--- config.mk ---
export PLATFORM = sky130hd
export DESIGN_NAME = dct8_butterfly_in_flat
export DESIGN_NICKNAME = d
export VERILOG_FILES = /design/src/rtl/dct8_butterfly_in_if.sv /design/src/rtl/dct8_butterfly_in.sv /design/src/flat_wrapper.sv
export SDC_FILE = /design/constraint.sdc
export NUM_CORES = 1
export LEC_CHECK = 0
export ABC_CLOCK_PERIOD_IN_PS = 5000
export BUFFER_PORTS_ARGS = -buffer_cell sky130_fd_sc_hd__buf_2
export CORE_MARGIN = 4
export CORE_UTILIZATION = 45
export CTS_BUF_LIST = sky130_fd_sc_hd__clkbuf_4 sky130_fd_sc_hd__clkbuf_8
export DETAILED_ROUTE_END_ITERATION = 16
export PLACE_DENSITY = 0.67
export SYNTH_ARGS = -nofsm -noshare
export SYNTH_HDL_FRONTEND = slang
export SYNTH_SLANG_ARGS = --single-unit
--- constraint.sdc ---
create_clock -name clk -period 5 [get_ports clk]
set_input_delay 0.25 -clock clk [delete_from_list [all_inputs] [get_ports clk]]
set_output_delay 0.25 -clock clk [all_outputs]
set_load 0.02 [all_outputs]
--- src/rtl/dct8_butterfly_in_if.sv ---
// Bus bundle for the DCT-8 input butterfly: serial sample input side and
// the registered even/odd butterfly outputs with row framing flags.
interface dct8_butterfly_in_if #(
    parameter int IN_WIDTH = 9,
    parameter int WIDTH    = 19
);
    logic                       in_valid;
    logic                       in_sync;
    logic signed [IN_WIDTH-1:0] in_data;
    logic signed [WIDTH-1:0]    a0, a1, a2, a3;
    logic signed [WIDTH-1:0]    b0, b1, b2, b3;
    logic                       out_valid;
    logic [2:0]                 out_row;
    logic                       out_last;
    logic                       row_err;

    // Sample source / consumer of the butterfly results.
    modport master (
        output in_valid, in_sync, in_data,
        input  a0, a1, a2, a3, b0, b1, b2, b3,
        input  out_valid, out_row, out_last, row_err
    );

    // The butterfly block itself.
    modport slave (
        input  in_valid, in_sync, in_data,
        output a0, a1, a2, a3, b0, b1, b2, b3,
        output out_valid, out_row, out_last, row_err
    );
endinterface

--- src/rtl/dct8_butterfly_in.sv ---
// Input stage of the 8-point HEVC forward DCT: gathers one row of eight
// serial residuals and registers the first butterfly (even sums a0..a3,
// odd differences b0..b3), tracking the row index and broken framing.
module dct8_butterfly_in #(
    parameter int IN_WIDTH = 9,
    parameter int WIDTH    = 19
) (
    input  logic              clk,
    input  logic              rst,
    dct8_butterfly_in_if.slave bus
);

    // Sign-extend one residual to the butterfly width; WIDTH >= IN_WIDTH+1
    // guarantees the sum/difference of two extended samples cannot overflow.
    function automatic logic signed [WIDTH-1:0] sx(input logic signed [IN_WIDTH-1:0] v);
        return {{(WIDTH-IN_WIDTH){v[IN_WIDTH-1]}}, v};
    endfunction

    logic signed [IN_WIDTH-1:0] x_q [0:6];
    logic signed [IN_WIDTH-1:0] x_d [0:6];
    logic signed [IN_WIDTH-1:0] full_row [0:7];
    logic [2:0]                 cnt_q, cnt_d;
    logic [2:0]                 rcnt_q, rcnt_d;
    logic signed [WIDTH-1:0]    a_q [0:3];
    logic signed [WIDTH-1:0]    a_d [0:3];
    logic signed [WIDTH-1:0]    b_q [0:3];
    logic signed [WIDTH-1:0]    b_d [0:3];
    logic [2:0]                 row_q, row_d;
    logic                       last_q, last_d;
    logic                       vld_p1_q, vld_p1_d;
    logic                       err_q, err_d;

    // Assemble the complete row: x0..x6 from storage, x7 straight from the input.
    always_comb begin
        for (int i = 0; i < 7; i++) begin
            full_row[i] = x_q[i];
        end
        full_row[7] = bus.in_data;
    end

    // Sample capture, framing decisions and the butterfly for the 8th sample.
    always_comb begin
        x_d      = x_q;
        cnt_d    = cnt_q;
        rcnt_d   = rcnt_q;
        a_d      = a_q;
        b_d      = b_q;
        row_d    = row_q;
        last_d   = last_q;
        vld_p1_d = 1'b0;
        err_d    = 1'b0;
        if (bus.in_valid) begin
            if (bus.in_sync) begin
                // A sync always starts a new row; any partial row is dropped.
                x_d[0] = bus.in_data;
                cnt_d  = 3'd1;
                err_d  = (cnt_q != 3'd0);
            end else if (cnt_q != 3'd7) begin
                for (int i = 0; i < 7; i++) begin
                    if (cnt_q == 3'(i)) begin
                        x_d[i] = bus.in_data;
                    end
                end
                cnt_d = cnt_q + 3'd1;
            end else begin
                for (int i = 0; i < 4; i++) begin
                    a_d[i] = sx(full_row[i]) + sx(full_row[7-i]);
                    b_d[i] = sx(full_row[i]) - sx(full_row[7-i]);
                end
                cnt_d    = 3'd0;
                row_d    = rcnt_q;
                last_d   = (rcnt_q == 3'd7);
                rcnt_d   = rcnt_q + 3'd1;
                vld_p1_d = 1'b1;
            end
        end
    end

    // ---- stage p1: registered butterfly results and framing state ----
    // State register; reset clears everything including stored samples.
    always_ff @(posedge clk) begin
        if (rst) begin
            for (int i = 0; i < 7; i++) begin
                x_q[i] <= '0;
            end
            for (int i = 0; i < 4; i++) begin
                a_q[i] <= '0;
                b_q[i] <= '0;
            end
            cnt_q    <= 3'd0;
            rcnt_q   <= 3'd0;
            row_q    <= 3'd0;
            last_q   <= 1'b0;
            vld_p1_q <= 1'b0;
            err_q    <= 1'b0;
        end else begin
            x_q      <= x_d;
            a_q      <= a_d;
            b_q      <= b_d;
            cnt_q    <= cnt_d;
            rcnt_q   <= rcnt_d;
            row_q    <= row_d;
            last_q   <= last_d;
            vld_p1_q <= vld_p1_d;
            err_q    <= err_d;
        end
    end

    assign bus.a0        = a_q[0];
    assign bus.a1        = a_q[1];
    assign bus.a2        = a_q[2];
    assign bus.a3        = a_q[3];
    assign bus.b0        = b_q[0];
    assign bus.b1        = b_q[1];
    assign bus.b2        = b_q[2];
    assign bus.b3        = b_q[3];
    assign bus.out_valid = vld_p1_q;
    assign bus.out_row   = row_q;
    assign bus.out_last  = last_q;
    assign bus.row_err   = err_q;

endmodule

--- src/flat_wrapper.sv ---
// flat-port wrapper written by rule: the top's interface ports become plain ports
module dct8_butterfly_in_flat 
#(
    parameter int IN_WIDTH = 9,
    parameter int WIDTH    = 19
)
  (clk, rst, bus_in_valid, bus_in_sync, bus_in_data, bus_a0, bus_a1, bus_a2, bus_a3, bus_b0, bus_b1, bus_b2, bus_b3, bus_out_valid, bus_out_row, bus_out_last, bus_row_err);
  dct8_butterfly_in_if #(.IN_WIDTH(IN_WIDTH), .WIDTH(WIDTH)) bus_i ();
  input  logic clk;
  input  logic rst;
  input wire logic [$bits(bus_i.in_valid)-1:0] bus_in_valid;
  input wire logic [$bits(bus_i.in_sync)-1:0] bus_in_sync;
  input wire logic [$bits(bus_i.in_data)-1:0] bus_in_data;
  output wire logic [$bits(bus_i.a0)-1:0] bus_a0;
  output wire logic [$bits(bus_i.a1)-1:0] bus_a1;
  output wire logic [$bits(bus_i.a2)-1:0] bus_a2;
  output wire logic [$bits(bus_i.a3)-1:0] bus_a3;
  output wire logic [$bits(bus_i.b0)-1:0] bus_b0;
  output wire logic [$bits(bus_i.b1)-1:0] bus_b1;
  output wire logic [$bits(bus_i.b2)-1:0] bus_b2;
  output wire logic [$bits(bus_i.b3)-1:0] bus_b3;
  output wire logic [$bits(bus_i.out_valid)-1:0] bus_out_valid;
  output wire logic [$bits(bus_i.out_row)-1:0] bus_out_row;
  output wire logic [$bits(bus_i.out_last)-1:0] bus_out_last;
  output wire logic [$bits(bus_i.row_err)-1:0] bus_row_err;
  assign bus_i.in_valid = bus_in_valid;
  assign bus_i.in_sync = bus_in_sync;
  assign bus_i.in_data = bus_in_data;
  assign bus_a0 = bus_i.a0;
  assign bus_a1 = bus_i.a1;
  assign bus_a2 = bus_i.a2;
  assign bus_a3 = bus_i.a3;
  assign bus_b0 = bus_i.b0;
  assign bus_b1 = bus_i.b1;
  assign bus_b2 = bus_i.b2;
  assign bus_b3 = bus_i.b3;
  assign bus_out_valid = bus_i.out_valid;
  assign bus_out_row = bus_i.out_row;
  assign bus_out_last = bus_i.out_last;
  assign bus_row_err = bus_i.row_err;
  dct8_butterfly_in #(.IN_WIDTH(IN_WIDTH), .WIDTH(WIDTH)) u_core (.clk(clk), .rst(rst), .bus(bus_i));
endmodule
==> run summary <==
===========================================================================================
Run status ................................................................... finished clean
Largest fanout of any net on the critical path ...............................           33
Crit start category ..........................................................    flip-flop
Setup TNS after final layout .................................................         0 ns
Initial DRT Pass Iterations ..................................................            7
Floorplan die width ..........................................................       151 µm
Post-synth design cell area ..................................................     9170 µm²
Initial antenna violation count ..............................................            1
Nets .........................................................................        1,306
Final weighted congestion in routability-driven placement ....................        0.829
Start-to-end type of the worst setup path ....................................   reg -> reg
Unrepaired setup endpoints after global routing ..............................        false
CTS tree .....................................................................          yes
Distinct cell type count after synthesis .....................................           48
Post-DR wirelength/cell ......................................................      15.2 µm
Transition at the pin with the smallest max-transition slack .................      1.07 ns
Endpoint class of the critical path ..........................................    flip-flop
Count of antenna-violating nets left after detailed routing ..................            0
Vertical die dimension .......................................................       151 µm
Worst setup slack after layout ...............................................      2.13 ns
Xor/xnor share of the synthesized area .......................................        1.53%
GRT Util Overall .............................................................        19.7%
FP Rows ......................................................................           51
Lkg Pwr ......................................................................      4.79 nW
Fraction of registers with async set or reset after synthesis ................           0%
Primary flip-flop cell chosen by synthesis mapping ........................... sky130_fd_sc_hd__dfxtp_1
Clock root buffer ............................................................ sky130_fd_sc_hd__clkbuf_8
Type of the most critical hold path ..........................................    in -> reg
Area share of and/or/nand/nor cells after synthesis ..........................        18.8%
Final cycle utilization of the critical path .................................        57.4%
Normalized max-slew margin ...................................................        28.6%
Maximum buffer depth of the clock tree .......................................            2
Final cell utilization of the core ...........................................        50.3%
IO Count .....................................................................          171
Port Buffers .................................................................          170
Number of design-rule violations left by the first detailed-router iteration .          517
Clock period minus worst slack ...............................................      2.87 ns
Combinational Power Share ....................................................         7.9%
Worst slack at placement .....................................................      2.13 ns
Instance area at placement ...................................................     9550 µm²
Total routed wirelength ......................................................    22,500 µm
H-tree depth .................................................................            4
Via-per-instance ratio .......................................................         5.30
Count of mapped cells out of synthesis .......................................        1,151
Relative contribution of the clock network to total power ....................        40.3%
Ratio of cells with drive above 1 in the final layout ........................        17.7%
IR Drop Worst-Case VDD .......................................................     0.156 mV
Multiplexer fraction of the synthesized cell area ............................        2.51%
TritonCTS sink count .........................................................          151
Largest family of logic cells by synthesized area ............................ compound AO/OA/AOI/OAI gates
Power spent charging and discharging nets ....................................       593 µW
Pwr per Cell Area ............................................................   237 nW/µm²
Clock skew after layout ......................................................    0.0130 ns
Pin count of the biggest net entering global routing .........................           92
Adder-cell share of the synthesized area .....................................        12.7%
Part of the power in registers ...............................................        51.8%
Post-CTS Resized .............................................................            0
Total of warnings raised by yosys ............................................            0
Via count of the first global-routing pass ...................................        7,144
Number of buffers inserted by hold repair at cts .............................            0
Max Cap Viol .................................................................            0
Global-route wire length before repair .......................................    36,200 µm
Initial standard-cell utilization of the core ................................        46.4%
Compound-Gate Fraction of Synth Area .........................................        19.3%
Total half-perimeter wirelength after legalization and detailed placement ....    16,000 µm
Synthesized flop and latch total .............................................          151
Critical path data arrival time ..............................................      3.27 ns
Max Fclk .....................................................................    0.348 GHz
Full die area ................................................................   22,700 µm²
Synthesized netlist net count ................................................        1,252
Area inside the core boundary ................................................   19,800 µm²
Number of setup violations in the final report ...............................            0
Vias post-DR .................................................................        7,855
EDFF count, synth ............................................................            0
Number of buffers inserted during clock tree synthesis .......................           17
Final-layout worst hold slack ................................................    0.0650 ns
Cell-internal power ..........................................................      1.76 mW
Sequential cell area fraction in the yosys report ............................        33.0%
Switch share .................................................................        25.2%
Post-synthesis average cell area .............................................     7.97 µm²
Post-route cell area .........................................................     9940 µm²
Reg2reg setup slack ..........................................................      2.13 ns
Area Overhead vs Synth .......................................................        8.43%
Slew Limit Fails .............................................................            0
Global route total overflow ..................................................            0
Final hold violation count ...................................................            0
Post-CTS Repair Setup Buffers ................................................            0
Clock-pin transition on the worst setup and hold timing paths ................      0.08 ns
Data required time at the worst endpoint .....................................      5.39 ns
Drt drc ......................................................................            0
Worst-Skew Late Latency ......................................................      0.46 ns
===========================================================================================
==> layer usage <==
metal | wire length, µm | GRT usage [%]
met4 | 278 | 4.62
met3 | 1340 | 4.76
met1 | 10500 | 26.6
met2 | 10400 | 31.9
met5 | 8 | 0
==> synthesized netlist by cell type (all sizes together), types with 3 or more instances <==
cell     number  area share (%)
o211ai        7            0.57
a21o          4            0.33
or4           3            0.25
nand2b       21             1.4
fa            8             1.7
a22o          3            0.29
o21ai        55             3.0
clkbuf       33             1.4
nor4         12            0.82
and4          3            0.29
o21bai        4            0.33
nand3        25             1.4
dfxtp       151              33
a31oi         4            0.27
inv          72             2.9
buf         107             7.9
a2111oi       4            0.38
or3          13            0.89
xnor2        16             1.5
a21oi       129             7.0
nor3          9            0.49
o311ai        4            0.38
a211o         5            0.48
mux2i        23             2.5
ha           80              11
a211oi       25             2.0
nor2        183             7.5
o221ai        4            0.38
o31a          5            0.48
and3         14            0.96
a221oi        8            0.97
o21a          6            0.49
nand4         7            0.68
nand2        67             2.7
a311oi       12             1.1
o311a         4            0.44
nor2b        14             1.0
==> power groups by stage <==
stage / sequential, mW / clock (mW) / combinational, mW
after global routing: 1.22 / 1.02 / 0.210
after detailed placement: 1.25 / 0 / 0.185
final: 1.22 / 0.948 / 0.186
after floorplan: 1.24 / 0 / 0.138
after CTS: 1.22 / 0.968 / 0.186
after global placement: 1.25 / 0 / 0.183
==> area by class of cell <==
cell class | instances | area, µm²
repair buffers | 175 | 891
clock buffers | 22 | 290
multi-input cells | 788 | 5030
fillers | 1988 | 9840
flip-flops and latches | 151 | 3020
inverters | 72 | 270
well taps | 265 | 332
diodes | 1 | 2.50
clock inverters | 9 | 100
==> cell usage in the layout, fill, tap and decap left out, types with 21 or more instances in the layout <==
cell type,netlist,layout
sky130_fd_sc_hd__nand2b_1,21,21
sky130_fd_sc_hd__a211oi_1,25,25
sky130_fd_sc_hd__nor2_1,181,181
sky130_fd_sc_hd__inv_1,72,72
sky130_fd_sc_hd__ha_1,80,80
sky130_fd_sc_hd__buf_2,28,169
sky130_fd_sc_hd__a21oi_1,129,129
sky130_fd_sc_hd__o21ai_0,55,55
sky130_fd_sc_hd__nand3_1,25,25
sky130_fd_sc_hd__mux2i_1,23,23
sky130_fd_sc_hd__dfxtp_1,151,151
sky130_fd_sc_hd__nand2_1,67,67
==> logic make-up (layout without fill, tap and decap cells) <==
group	count (synthesis)	in the layout
buffers and inverters	212	278
XOR/XNOR	16	16
AND/OR/NAND/NOR	375	375
flip-flops	151	151
AO/OA/AOI/OAI	286	286
adder cells (fa/ha/maj)	88	88
multiplexers	23	23
other	0	1
==> path summary, 6_finish.rpt <==
kind | start | end | cells after the start
min reg2reg | u_core.bus.b2[8]$_SDFFE_PP0P_ | u_core.bus.b2[8]$_SDFFE_PP0P_ | 2
max | u_core.cnt_q[0]$_SDFFE_PP0P_ | u_core.bus.b3[17]$_SDFFE_PP0P_ | 7
max reg2reg | u_core.cnt_q[0]$_SDFFE_PP0P_ | u_core.bus.b3[17]$_SDFFE_PP0P_ | 7
min | bus_in_data[5] | u_core.full_row[68]$_SDFFE_PP0P_ | 3
==> sequential cells by signal (all words and copies together), names as in the netlist <==
register	count
u_core.full_row	63
u_core.bus.a3	10
u_core.bus.b0	10
u_core.bus.b1	10
u_core.bus.b2	10
u_core.bus.a0	9
u_core.bus.a1	9
u_core.bus.a2	9
u_core.bus.b3	9
u_core.bus.out_row	3
u_core.cnt_q	3
u_core.rcnt_q	3
u_core.bus.out_last	1
u_core.bus.out_valid	1
u_core.bus.row_err	1
==> worst max-delay path, cell delays in order, from the launching register on <==
cell                       delay [ns]
sky130_fd_sc_hd__dfxtp_1         0.40
sky130_fd_sc_hd__ha_1            0.19
sky130_fd_sc_hd__ha_1            0.25
sky130_fd_sc_hd__nand3b_1        0.73
sky130_fd_sc_hd__buf_4           0.55
sky130_fd_sc_hd__nor2_2          0.38
sky130_fd_sc_hd__o21ai_0         0.14
sky130_fd_sc_hd__o21ai_0         0.16
==> through the flow <==
step / total power [mW] / cells
2_1_floorplan: 1.38 / 1151
3_3_place_gp: 1.43 / 1451
3_5_place_dp: 1.43 / 1451
4_1_cts: 2.37 / 1482
5_1_grt: 2.45 / 1482
6_report: 2.35 / 1483
Power figures use the tool's default switching activity.
